==> src/rtl/des_round_ctrl.sv <==
// Iterative DES round engine: one shared f-function, one Feistel round per clock.
// Takes an IP-permuted block, returns the pre-output {R16, L16}.
module des_round_ctrl (
    input  logic        clk,
    input  logic        rst,
    input  logic        in_valid,
    output logic        in_ready,
    input  logic [63:0] in_data,
    input  logic        in_decrypt,
    output logic [3:0]  key_idx,
    input  logic [47:0] round_key,
    output logic        out_valid,
    input  logic        out_ready,
    output logic [63:0] out_data,
    output logic        busy
);

    typedef enum logic [1:0] {
        S_IDLE  = 2'd0,
        S_ROUND = 2'd1,
        S_DONE  = 2'd2
    } state_t;

    // Each S-box is 64 nibbles, row-major, entry 0 in the top nibble
    localparam logic [7:0][255:0] SBOX = {
        256'hE4D12FB83A6C5907_0F74E2D1A6CB9538_41E8D62BFC973A50_FC8249175B3EA06D,
        256'hF18E6B34972DC05A_3D47F28EC01A69B5_0E7BA4D158C6932F_D8A13F42B67C05E9,
        256'hA09E63F51DC7B428_D709346A285ECBF1_D6498F30B12C5AE7_1AD069874FE3B52C,
        256'h7DE3069A1285BC4F_D8B56F03472C1AE9_A690CB7DF13E5284_3F06A1D8945BC72E,
        256'h2C417AB6853FD0E9_EB2C47D150FA3986_421BAD78F9C5630E_B8C71E2D6F09A453,
        256'hC1AF92680D34E75B_AF427C9561DE0B38_9EF528C3704A1DB6_432C95FABE17608D,
        256'h4B2EF08D3C975A61_D0B7491AE35C2F86_14BDC37EAF680592_6BD814A7950FE23C,
        256'hD2846FB1A93E50C7_1FD8A374C56B0E92_7B419CE206ADF358_21E74A8DFC90356B
    };

    state_t      state_q, state_d;
    logic [31:0] l_q, l_d;
    logic [31:0] r_q, r_d;
    logic [3:0]  rnd_q, rnd_d;
    logic        dec_q, dec_d;

    logic [33:0] r_ext;
    logic [5:0]  sx;
    logic [5:0]  sidx;
    logic [31:0] s_out;
    logic [31:0] f_out;

    // E expansion reads overlapping 6-bit windows of R with wrap-around
    always_comb begin
        r_ext = {r_q[0], r_q, r_q[31]};
        s_out = '0;
        sx    = '0;
        sidx  = '0;
        for (int i = 0; i < 8; i++) begin
            sx   = r_ext[33-4*i -: 6] ^ round_key[47-6*i -: 6];
            sidx = {sx[5], sx[0], sx[4:1]};
            s_out[31-4*i -: 4] = SBOX[7-i][{~sidx, 2'b11} -: 4];
        end
    end

    assign f_out = {
        s_out[16], s_out[25], s_out[12], s_out[11],
        s_out[3],  s_out[20], s_out[4],  s_out[15],
        s_out[31], s_out[17], s_out[9],  s_out[6],
        s_out[27], s_out[14], s_out[1],  s_out[22],
        s_out[30], s_out[24], s_out[8],  s_out[18],
        s_out[0],  s_out[5],  s_out[29], s_out[23],
        s_out[13], s_out[19], s_out[2],  s_out[26],
        s_out[10], s_out[21], s_out[28], s_out[7]
    };

    always_comb begin
        state_d = state_q;
        l_d     = l_q;
        r_d     = r_q;
        rnd_d   = rnd_q;
        dec_d   = dec_q;
        case (state_q)
            S_IDLE: begin
                if (in_valid) begin
                    l_d     = in_data[63:32];
                    r_d     = in_data[31:0];
                    dec_d   = in_decrypt;
                    rnd_d   = 4'd0;
                    state_d = S_ROUND;
                end
            end
            S_ROUND: begin
                l_d   = r_q;
                r_d   = l_q ^ f_out;
                rnd_d = rnd_q + 4'd1;
                if (rnd_q == 4'd15) begin
                    state_d = S_DONE;
                end
            end
            S_DONE: begin
                if (out_ready) begin
                    state_d = S_IDLE;
                end
            end
            default: state_d = S_IDLE;
        endcase
    end

    always_ff @(posedge clk or posedge rst) begin
        if (rst) begin
            state_q <= S_IDLE;
            l_q     <= '0;
            r_q     <= '0;
            rnd_q   <= '0;
            dec_q   <= 1'b0;
        end else begin
            state_q <= state_d;
            l_q     <= l_d;
            r_q     <= r_d;
            rnd_q   <= rnd_d;
            dec_q   <= dec_d;
        end
    end

    // Decrypt walks the same key store backwards
    assign key_idx   = dec_q ? (4'd15 - rnd_q) : rnd_q;
    assign in_ready  = (state_q == S_IDLE);
    assign out_valid = (state_q == S_DONE);
    assign busy      = (state_q == S_ROUND) || (state_q == S_DONE);
    assign out_data  = {r_q, l_q};

endmodule
==> config.mk <==
export PLATFORM = sky130hd
export DESIGN_NAME = des_round_ctrl
export DESIGN_NICKNAME = d
export VERILOG_FILES = /design/src/rtl/des_round_ctrl.sv
export SDC_FILE = /design/constraint.sdc
export NUM_CORES = 1
export LEC_CHECK = 0
export ABC_AREA = 1
export ABC_CLOCK_PERIOD_IN_PS = 7900
export CORE_ASPECT_RATIO = 1.1
export CORE_MARGIN = 2
export CORE_UTILIZATION = 45
export CTS_CLUSTER_DIAMETER = 200
export DETAILED_ROUTE_END_ITERATION = 12
export DONT_BUFFER_PORTS = 1
export HOLD_SLACK_MARGIN = 0.12
export REMOVE_ABC_BUFFERS = 1
export SLEW_MARGIN = 20
export SYNTH_ARGS = -nofsm -noshare
export SYNTH_HDL_FRONTEND = slang
export SYNTH_SLANG_ARGS = --single-unit
==> constraint.sdc <==
create_clock -name clk -period 7.9 [get_ports clk]
set_clock_uncertainty 0.1 [all_clocks]
set_input_delay 1.975 -clock clk [delete_from_list [all_inputs] [get_ports clk]]
set_output_delay 1.975 -clock clk [all_outputs]
set_load 0.03 [all_outputs]
Word level (Yosys, flattened, before mapping)
Cells that the tools add are included.
Word-level totals
  output and inout bits: 71
  input port bits: 117
  word-level logic and storage cells: 55
  register bits: 71
Operators by class
  multiplexer cells: 11
  shift-type cells: 8
  add/subtract/negate cells: 2
  bitwise logic cells: 17
  eq/ne operators: 6
  reductions and logical operators: 6
Operators by type and width (count)
  variable part select 259 x 9 -> 4 bit (first input constant): 8
  case mux 32 bit (2 select lines): 2
  2-to-1 mux 32 bit: 2
  NOT 6 bit: 8
  bitwise XOR 6 bit: 8
  bitwise XOR 32 bit: 1
  2-to-1 mux 4 bit: 2
  case mux 4 bit (2 select lines): 1
  2-to-1 mux 2 bit: 3
  case mux 2 bit (3 select lines): 1
  adder 4 x 1 -> 4 bit (second input constant): 1
  == test 4 bit (second input constant): 1
  inequality test 2 bit (second input constant): 2
  AND reduction 2 bit: 2
  subtractor 4 bit (first input constant): 1
  AND reduction 3 bit: 1
  == test 2 x 1 -> 1 bit (second input constant): 1
  == test 2 bit (second input constant): 1
  zero test 2 bit: 1
  inequality test 2 x 1 -> 1 bit (second input constant): 1
  nonzero test 2 bit: 1
  logical OR 1 bit: 1

Depth between registers and ports, before layout
Gate-level depths: netlist of the first run.
  word-level depth: 5
  mapped depth: 17
  mapped depth without buffers: 17

Worst setup path before layout of the first run
OpenSTA, ideal clock, no wires.
  kind: input to register
  start point: in round_key[25]
  end point: reg r_q[12]
  path buffers: 0
  arrival: 3.303 ns
  stages on the path: 15
  path slack: 4.380 ns
  required time: 7.683 ns
  setup time: 0.117 ns
  cells stage by stage: inv_1 -> nand2_1 -> nand2_1 -> inv_1 -> ha_1 -> inv_1 -> nand3_1 -> nand2_1 -> inv_1 -> a21oi_1 -> nand2_1 -> nand3_1 -> nand3_1 -> nand2_1 -> nand2_1
On the way
  longest elaborated chain between the ends: 5
RTL lines
  from (decl): line 11  | input logic [47:0] round_key,
  bitwise XOR 6 bit: line 55  | sx = r_ext[33-4*i -: 6] ^ round_key[47-6*i -: 6];
  NOT 6 bit: line 57  | s_out[31-4*i -: 4] = SBOX[7-i][{~sidx, 2'b11} -: 4];
  variable part select 259 x 9 -> 4 bit: line 57
  bitwise XOR 32 bit: line 90  | r_d = l_q ^ f_out;
  case mux 32 bit (2 select lines): line 78  | case (state_q)
  to (signal assigned): line 115  | r_q <= r_d;
  to (decl): line 38  | logic [31:0] r_q, r_d;
No other way between the ends.
A chain may end at the register's enable or synchronous reset.

Worst setup path in the final report of the first run
  start point: reg state_q[1]
  end point: reg r_q[24]
On the way
  longest elaborated chain between the ends: 3
  elaborated cells between the ends (all ways): 6
  classes of those cells: eq/ne (2); mux (1); reduce/logical (3)
RTL lines
  from (decl): line 36  | state_t state_q, state_d;
  from (signal assigned): line 113  | state_q <= state_d;
  == test 2 x 1 -> 1 bit / zero test 2 bit (equally long branches): line 78
  nonzero test 2 bit (no line) / inequality test 2 bit (equally long branches)
  AND reduction 2 bit (no line)
Several ways; a longest one is shown, not always the timed one.

==> metrics.yaml, run 1 <==
ys_types: 33
setup_viol: 0
grt_pass1_wl_mm: 48.11
ys_warn_count: 0
post_cts_buffers: 0
status: "complete, no violations"
num_rows: 55
grtUsageTotal_pct: 27.10
cts.htree.levels: 3
leakage_nw: 5.392
antennaDiodeCount: 0
rr_worst_depth: 10
core_region_area_sq_um: 20440
avgRoutedWirePerCell_um: 16.02
grt_max_degree: 72
place.gp.congestion: 0.9104
grt_pass1_vias: 9351
io_pins: 188
route.vias.total: 10180
required_ns: 8.09
fmax_ghz: 0.2658
die_area_sq_um: 21920
max-vdd-ir-drop_uv: 372.0
drt_pass1_iterations: 5
r2r_setup_slack_ns: 4.14
synth_edf_count: 0
initial_core_util_pct: 45.68
crit_type: "register to register"
fin_nets: 1794
crit_start: "state_q[1]$_DFFE_PP0P_"
fin_ws_ns: 4.137
rsz0062_at_grt: "false"
reg2reg_to: "r_q[24]$_DFFE_PP0P_"
die_x_um: 141.3
drc_errors: 0
cts_sinks: 71
avgSynthCellArea_sq_um: 5.655
clk_latency_ns: 0.35
ctsResizeCount: 0
cts_inserted_buffers: 9
critPathCaptureType: "register"
syn-cell-area_sq_um: 9336
synth_seq_cells: 71
areaGrowthSynthToFinish_pct: 4.235
maxCapViolCount: 0
first_iter_violations: 635
fin_crit_sh_pct: 47.63
arrival_ns: 3.95
fill_cells: 2252
relSlewSlack_pct: 36.06
synth_cells: 1651
dieHeight_um: 155.1
wl_mm: 29.98
hold_violations: 0
viasPerCell: 5.443
cp-endpoint: "r_q[24]$_DFFE_PP0P_"
hp-class: "register to register"
setup_tns_ns: 0
dp_hpwl_mm: 22.27
tightest_slew_ns: 0.9558
root_buffer: "clkbuf_16"
async_reset_ff_share_pct: 100.0
synth-main-ff-cell: "dfrtp_1"
drive_gt1_share_pct: 3.529
path_clk_slew_ns: 0.07
ys_seq_area_share_pct: 19.03
worstPathMaxFanout: 70
p_per_area_nw_per_um2: 526.1
startpoint_type: "register"
report.final.slew_viol_count: 0
r2r-start: "state_q[1]$_DFFE_PP0P_"
post-route-min-period_ns: 3.763
grt_antenna_before_repair: 0
cts.path.max_buffers: 2
antenna_left: 0
overflow: 0
numPortBuffers: 0
dp_slack_ns: 3.883
cts_tree: "yes"
cts_hold_buf: 0
how the worst min path moves through the flow:
| stage | start | end | slack, ns | cells after the start |
|---|---|---|---|---|
| final | rnd_q[1]$_DFFE_PP0P_ | rnd_q[1]$_DFFE_PP0P_ | 0.46 | 2 |
| after global placement | rnd_q[0]$_DFFE_PP0P_ | rnd_q[0]$_DFFE_PP0P_ | 0.46 | 1 |
| after CTS | rnd_q[1]$_DFFE_PP0P_ | rnd_q[1]$_DFFE_PP0P_ | 0.46 | 2 |
| after detailed placement | rnd_q[1]$_DFFE_PP0P_ | rnd_q[1]$_DFFE_PP0P_ | 0.45 | 2 |
| after floorplan | rnd_q[1]$_DFFE_PP0P_ | rnd_q[1]$_DFFE_PP0P_ | 0.41 | 2 |
| after global routing | rnd_q[1]$_DFFE_PP0P_ | rnd_q[1]$_DFFE_PP0P_ | 0.50 | 2 |
layer usage:
| layer | up-vias | GRT usage, % | wire length [um] |
|---|---|---|---|
| met5 | - | 0 | 0 |
| met4 | 0 | 10.76 | 1033 |
| met3 | 50 | 5.294 | 2387 |
| met2 | 340 | 44.15 | 13670 |
| met1 | 4622 | 35.38 | 12890 |
| li1 | 5171 | - | - |
metrics by stage:
stage / total power [W] / instance area (sq um) / util [%] / instances / hold slack (ns)
3_5_place_dp: 0.004671 / 9430 / 46.14 / 1855 / 0.4474
3_3_place_gp: 0.004650 / 9430 / 46.14 / 1855 / 0.4586
2_1_floorplan: 0.003802 / 9047 / - / 1594 / 0.4070
4_1_cts: 0.005124 / 9728 / 47.60 / 1871 / 0.4636
6_report: 0.005120 / 9732 / 47.62 / 1871 / 0.4577
5_1_grt: 0.005692 / 9732 / 47.62 / 1871 / 0.5044
power breakdown:
group	leakage (nW)	internal [W]	switching (W)
Clock	0.142	0.000246	0.000189
Sequential	0.865	0.000544	0.000648
Combinational	4.39	0.00113	0.00237
Total	5.39	0.00192	0.00320
synthesized netlist by cell type, types with 3 or more instances:
master	instances	area share (%)
xor2_2	4	0.70
buf_4	10	0.80
xor2_1	6	0.56
ha_1	67	9.0
inv_1	164	6.6
nor2_1	73	2.9
xnor2_4	3	0.88
inv_2	9	0.36
xnor2_1	10	0.94
dfrtp_1	71	19
a31oi_1	4	0.27
nand3_1	353	19
nand2_2	5	0.34
a21oi_1	10	0.54
buf_2	24	1.3
clkbuf_1	22	0.88
o21ai_0	37	2.0
xnor2_2	5	0.87
nand2_1	730	29
o211ai_1	29	2.3
cell usage in the layout (no fill, tap or decap):
cell / n
ha_1: 66
clkinv_2: 3
a31oi_1: 4
o21bai_1: 1
xor2_4: 1
or2_2: 1
o211ai_1: 29
nor2_1: 73
nand3b_1: 1
xnor2_4: 3
nand2_2: 5
dfrtp_1: 71
inv_6: 1
nand3_1: 353
nand4_1: 2
clkinv_4: 1
nand2_1: 730
xor2_2: 4
xnor2_2: 5
clkbuf_16: 9
buf_6: 1
or2_0: 1
bufinv_16: 1
buf_4: 4
ha_4: 1
o21ai_4: 1
o22ai_1: 1
clkinvlp_4: 2
inv_4: 1
inv_1: 162
mux2_2: 1
nand3_2: 2
xor2_1: 6
xnor2_1: 10
a21oi_1: 10
inv_2: 10
o21ai_0: 37
o31ai_1: 1
critical path, stage by stage (launching register included):
cell and delay (ns):
dfrtp_1 0.38, inv_1 0.15, ha_4 0.66, inv_1 0.47, o21ai_4 0.23, buf_4 0.64
inv_2 0.29, buf_4 0.40, nor2_1 0.17, nand2_1 0.07, nand2_1 0.05
layout make-up:
class	count	area, sq um	area share, %
sequential	71	1777	18.26
inverter	174	656.9	6.750
multi-input combinational	1349	6639	68.22
clock buffer	9	225.2	2.314
tap	256	320.3	3.291
clock inverter	7	72.57	0.7457
timing repair buffer	5	41.29	0.4243
state kept, by name, indices dropped and copies added, names as in the netlist:
name     flops
state_q      2
rnd_q        4
r_q         32
l_q         32
dec_q        1
cell families after synthesis:
logic type / count (synthesis) / synth area share [%]
AO/OA/AOI/OAI: 84 / 5.401
XOR/XNOR: 29 / 4.248
adder cells (fa/ha/maj): 67 / 8.979
buffers and inverters: 231 / 10.12
flip-flops: 71 / 19.03
multiplexers: 1 / 0.1206
AND/OR/NAND/NOR: 1168 / 52.10
No activity file was read; power rests on OpenSTA's default activity.
==> run 2, diff against run 1 <==
--- a/config.mk
+++ b/config.mk
@@ -6,7 +6,7 @@
 export NUM_CORES = 1
 export LEC_CHECK = 0
 export ABC_AREA = 1
-export ABC_CLOCK_PERIOD_IN_PS = 7900
+export ABC_CLOCK_PERIOD_IN_PS = 3400
 export CORE_ASPECT_RATIO = 1.1
 export CORE_MARGIN = 2
 export CORE_UTILIZATION = 45
==> constraint.sdc (replaced) <==
create_clock -name clk -period 3.4 [get_ports clk]
set_clock_uncertainty 0.1 [all_clocks]
set_input_delay 0.85 -clock clk [delete_from_list [all_inputs] [get_ports clk]]
set_output_delay 0.85 -clock clk [all_outputs]
set_load 0.03 [all_outputs]
==> run 2 against run 1 <==
Compared with the run above: clock-buffer cell count unchanged; combinational power increased by 140%; register-to-register slack got worse by 3.4 ns; non-clock buffer count increased by 10; via count increased by 2.0%; sequential power increased by 130%; critical path depth increased by 5; final area increased by 1.1%; core utilization increased by 0.54 points; routed wire length increased by 0.36%; worst setup slack got worse by 3.4 ns; flip-flop and latch count unchanged; critical path type unchanged; largest power group unchanged.
==> metrics.yaml, run 2 (synthesis gave the netlist of run 1 again) <==
cts_sinks: 71
crit_type: "register to register"
relSlewSlack_pct: 47.14
fin_nets: 1804
hold_violations: 0
clk_latency_ns: 0.35
cts.path.max_buffers: 2
areaGrowthSynthToFinish_pct: 5.414
die_area_sq_um: 21920
tightest_slew_ns: 0.7930
grt_antenna_before_repair: 0
place.gp.congestion: 0.9503
cts_inserted_buffers: 9
grt_pass1_vias: 9349
report.final.slew_viol_count: 0
fin_cells: 1880
cp-endpoint: "r_q[2]$_DFFE_PP0P_"
worstPathMaxFanout: 9
fill_cells: 2186
status: "complete, no violations"
dieHeight_um: 155.1
route.vias.total: 10390
p_per_area_nw_per_um2: 1226
viasPerCell: 5.524
ctsResizeCount: 0
fin_crit_sh_pct: 76.86
first_iter_violations: 753
largestRegisters: "l_q: 32 flops, r_q: 32 flops, rnd_q: 4 flops"
power.total_w: 0.01207
r2r-start: "r_q[20]$_DFFE_PP0P_"
antennaDiodeCount: 0
num_rows: 55
io_pins: 188
cts_hold_buf: 0
path_clk_slew_ns: 0.06
root_buffer: "clkbuf_16"
fin_util_pct: 48.15
grt_pass1_wl_mm: 47.61
drt_pass1_iterations: 5
dpl.cell_count: 1865
grt_max_degree: 74
fmax_ghz: 0.3827
wl_mm: 30.09
cts.htree.levels: 3
antenna_left: 0
drive_gt1_share_pct: 4.064
overflow: 0
layout_common_cells: "nand2_1 (730), nand3_1 (353), inv_1 (162)"
leakage_nw: 5.458
final-seq-area_sq_um: 1777
die_x_um: 141.3
post_cts_buffers: 0
reg2reg_to: "r_q[2]$_DFFE_PP0P_"
drc_errors: 0
critPathCaptureType: "register"
maxCapViolCount: 0
multi_input_area_sq_um: 6639
setup_viol: 0
max-vdd-ir-drop_uv: 905.4
arrival_ns: 2.76
cts_tree: "yes"
post-route-min-period_ns: 2.613
startpoint_type: "register"
layout_commonest_cell: "nand2_1"
rr_worst_depth: 15
r2r_setup_slack_ns: 0.79
core_region_area_sq_um: 20440
grtUsageTotal_pct: 26.92
crit_start: "r_q[20]$_DFFE_PP0P_"
avgRoutedWirePerCell_um: 16.00
dp_hpwl_mm: 22.68
required_ns: 3.54
setup_tns_ns: 0
hp-class: "input port to async pin"
numPortBuffers: 0
initial_core_util_pct: 45.68
rsz0062_at_grt: "false"
==> run 2: changes by cell type in the layout (fill, tap and decap cells not counted) <==
cell        before  now
buf_12           0    2
buf_4            4   13
buf_6            1    0
bufinv_16        1    2
clkinvlp_4       2    1
inv_6            1    0
==> run 2: worst min path at each step <==
stage,start,endpoint,cells after the start
after floorplan,rnd_q[1]$_DFFE_PP0P_,rnd_q[1]$_DFFE_PP0P_,2
after global placement,rnd_q[1]$_DFFE_PP0P_,rnd_q[1]$_DFFE_PP0P_,2
after detailed placement,rnd_q[1]$_DFFE_PP0P_,rnd_q[1]$_DFFE_PP0P_,2
after CTS,rst,l_q[2]$_DFFE_PP0P_,1
after global routing,rst,l_q[2]$_DFFE_PP0P_,1
final,rst,l_q[2]$_DFFE_PP0P_,1
==> run 2: per-stage QoR <==
| step | setup WS, ns | hold WS [ns] | instance area, sq um |
|---|---|---|---|
| 5_1_grt | 0.5125 | 0.4274 | 9842 |
| 4_1_cts | 0.7808 | 0.3970 | 9842 |
| 3_3_place_gp | 0.6062 | 0.4269 | 9530 |
| 2_1_floorplan | -3.873 | 0.4070 | 9047 |
| 6_report | 0.7868 | 0.3774 | 9842 |
| 3_5_place_dp | 0.6108 | 0.4346 | 9530 |
==> run 2: report_power, final <==
part	internal, W	switching [W]	total (W)	leakage [nW]
sequential	0.00127	0.00143	0.00269	0.865
combinational	0.00271	0.00562	0.00833	4.44
clock	0.000638	0.000407	0.00105	0.151
==> run 2: worst max-delay path: stages, from the launching register on <==
cell	delay [ns]
dfrtp_1	0.63
inv_2	0.09
nand2_1	0.07
nand2_1	0.23
ha_1	0.41
inv_1	0.06
nand2_1	0.15
nand3_1	0.17
nand3_1	0.13
nand2_1	0.06
nand2_1	0.10
nand2_1	0.06
nand2_1	0.05
nand3_1	0.07
nand2_1	0.09
nand2_1	0.04
==> run 2: final cells by class <==
class                           instances  area share [%]
Clock buffer                            9           2.288
Clock inverter                          6          0.8772
Inverter                              174           6.674
Multi-Input combinational cell       1349           67.45
Sequential cell                        71           18.05
Tap cell                              256           3.255
Timing Repair Buffer                   15           1.398
==> run 2: layer usage <==
layer | vias to the layer above | global-route usage, % | part of all wire, %
li1 | 5197 | - | -
met1 | 4721 | 34.81 | 43
met2 | 423 | 44.64 | 46
met3 | 45 | 6.187 | 8.2
met4 | 0 | 8.476 | 2.7
met5 | - | 0 | 0
==> run 3, diff against run 2 <==
--- a/config.mk
+++ b/config.mk
@@ -6,7 +6,7 @@
 export NUM_CORES = 1
 export LEC_CHECK = 0
 export ABC_AREA = 1
-export ABC_CLOCK_PERIOD_IN_PS = 3400
+export ABC_CLOCK_PERIOD_IN_PS = 2600
 export CORE_ASPECT_RATIO = 1.1
 export CORE_MARGIN = 2
 export CORE_UTILIZATION = 45
==> constraint.sdc (replaced) <==
create_clock -name clk -period 2.6 [get_ports clk]
set_clock_uncertainty 0.1 [all_clocks]
set_input_delay 0.65 -clock clk [delete_from_list [all_inputs] [get_ports clk]]
set_output_delay 0.65 -clock clk [all_outputs]
set_load 0.03 [all_outputs]
==> run 3 against run 2 <==
Compared with the run above: non-clock buffer count up 54; clock power grew 25%; first-iteration DRC count decreased by 8.2%; die area stayed put; critical path depth grew 1; clock-buffer cell count is the same; global-route usage grew 0.46 points; final area is 4.1% higher; total power up 36%; maximum frequency increased by 12%; register-to-register slack lost 0.53 ns; largest cell class unchanged.
==> metrics.yaml, run 3 (synthesis gave the netlist of run 1 again) <==
grt_pass1_wl_mm: 48.21
met1_length_mm: 12.96
seqPwrFrac_pct: 18.3
intPower_w: 0.006496
die_x_um: 141.3
hold_violations: 0
relSlewSlack_pct: 56.60
setup_tns_ns: 0
place.gp.congestion: 0.9388
grt_antenna_before_repair: 0
drt_pass1_iterations: 5
cts_inserted_buffers: 9
antenna_left: 0
swShare_pct: 60.36
p_switching_w: 0.009891
dp_hpwl_mm: 23.16
wl_met2_mm: 13.88
clk_latency_ns: 0.35
wl_mm: 30.35
dp_slack_ns: 0.2088
cts_hold_buf: 0
startpoint_type: "register"
worstPathMaxFanout: 6
arrival_ns: 2.48
grtUsageTotal_pct: 27.38
rsz0062_at_grt: "false"
cts.htree.levels: 3
areaGrowthSynthToFinish_pct: 9.743
largestRegisters: "l_q: 32 flops, r_q: 32 flops, rnd_q: 4 flops"
num_rows: 55
drive_gt1_share_pct: 7.207
core_region_area_sq_um: 20440
grt_pass1_vias: 9369
avgRoutedWirePerCell_um: 15.69
cts_tree: "yes"
grt_max_degree: 129
antennaDiodeCount: 0
fin_ws_ns: 0.2567
initial_core_util_pct: 45.68
layout_common_cells: "nand2_1 (730), nand3_1 (353), inv_1 (162)"
required_ns: 2.74
fmax_ghz: 0.4268
post-route-min-period_ns: 2.343
post_cts_buffers: 0
tightest_slew_ns: 0.6487
r2r_setup_slack_ns: 0.26
numPortBuffers: 0
maxUsedRoutingLayer: "met4"
maxCapViolCount: 0
die_area_sq_um: 21920
p_per_area_nw_per_um2: 1599
fin_crit_sh_pct: 90.13
dieHeight_um: 155.1
overflow: 0
route.vias.total: 10520
viasPerCell: 5.437
cts.path.max_buffers: 2
layout_commonest_cell: "nand2_1"
path_clk_slew_ns: 0.07
drc_errors: 0
ctsResizeCount: 0
clockPowerShare_pct: 8.0
route.met3.wl_mm: 2.425
io_pins: 188
status: "complete, no violations"
fin_nets: 1858
report.final.slew_viol_count: 0
leakage_nw: 5.717
fin_util_pct: 50.13
crit_type: "register to register"
cts_sinks: 71
hp-class: "input port to async pin"
root_buffer: "clkbuf_16"
comb_power_share_pct: 73.6
first_iter_violations: 691
max-vdd-ir-drop_uv: 1103
setup_viol: 0
critPathCaptureType: "register"
[run 3: metrics by stage]
stage	instance area (sq um)	hold slack [ns]	std cells	total power (W)
2_1_floorplan	9047	0.4070	1594	0.01155
3_3_place_gp	9948	0.3996	1919	0.01497
3_5_place_dp	9948	0.3957	1919	0.01502
4_1_cts	10250	0.1438	1935	0.01638
5_1_grt	10250	0.1704	1935	0.01816
6_report	10250	0.1167	1935	0.01639
[run 3: worst max-delay path, cell delays in order, from the launching register on]
cell	delay [ns]
dfrtp_1	0.61
inv_1	0.14
nand2_1	0.08
nand2_1	0.07
ha_1	0.32
inv_1	0.12
nand3_1	0.15
nand3_1	0.12
nand2_1	0.06
nand2_1	0.05
nand2_1	0.05
nand2_1	0.07
nand2_1	0.06
nand2_1	0.05
nand3_1	0.07
nand2_1	0.08
nand2_1	0.04
[run 3: routing by layer]
| metal | global-route usage, % | vias to the layer above |
|---|---|---|
| met5 | 0 | - |
| met3 | 4.832 | 57 |
| li1 | - | 5312 |
| met1 | 35.66 | 4754 |
| met4 | 10.86 | 0 |
| met2 | 45.12 | 398 |
[run 3: layout make-up]
cell class / count / area (sq um)
clock buffers: 9 / 225.2
clock inverters: 7 / 72.57
fillers: 2211 / 10190
flip-flops and latches: 71 / 1777
inverters: 174 / 656.9
multi-input cells: 1349 / 6639
repair buffers: 69 / 555.5
well taps: 256 / 320.3
[run 3: final timing paths]
kind	start	endpoint	cells past startpoint
setup reg to reg	r_q[4]$_DFFE_PP0P_	r_q[20]$_DFFE_PP0P_	16
setup / recovery	r_q[4]$_DFFE_PP0P_	r_q[20]$_DFFE_PP0P_	16
min in group clk	in_decrypt	dec_q$_DFFE_PP0P_	1
hold / removal	rst	state_q[0]$_DFFE_PP0P_	1
hold reg to reg	r_q[17]$_DFFE_PP0P_	r_q[17]$_DFFE_PP0P_	2
max in group asynchronous	rst	r_q[29]$_DFFE_PP0P_	2
[run 3: power groups by stage]
stage / sequential [W] / clock (W) / combinational, W
after global placement: 0.00302 / 0 / 0.0119
after CTS: 0.00302 / 0.00133 / 0.0120
final: 0.00301 / 0.00131 / 0.0121
after global routing: 0.00310 / 0.00138 / 0.0137
after floorplan: 0.00328 / 0 / 0.00828
after detailed placement: 0.00303 / 0 / 0.0120
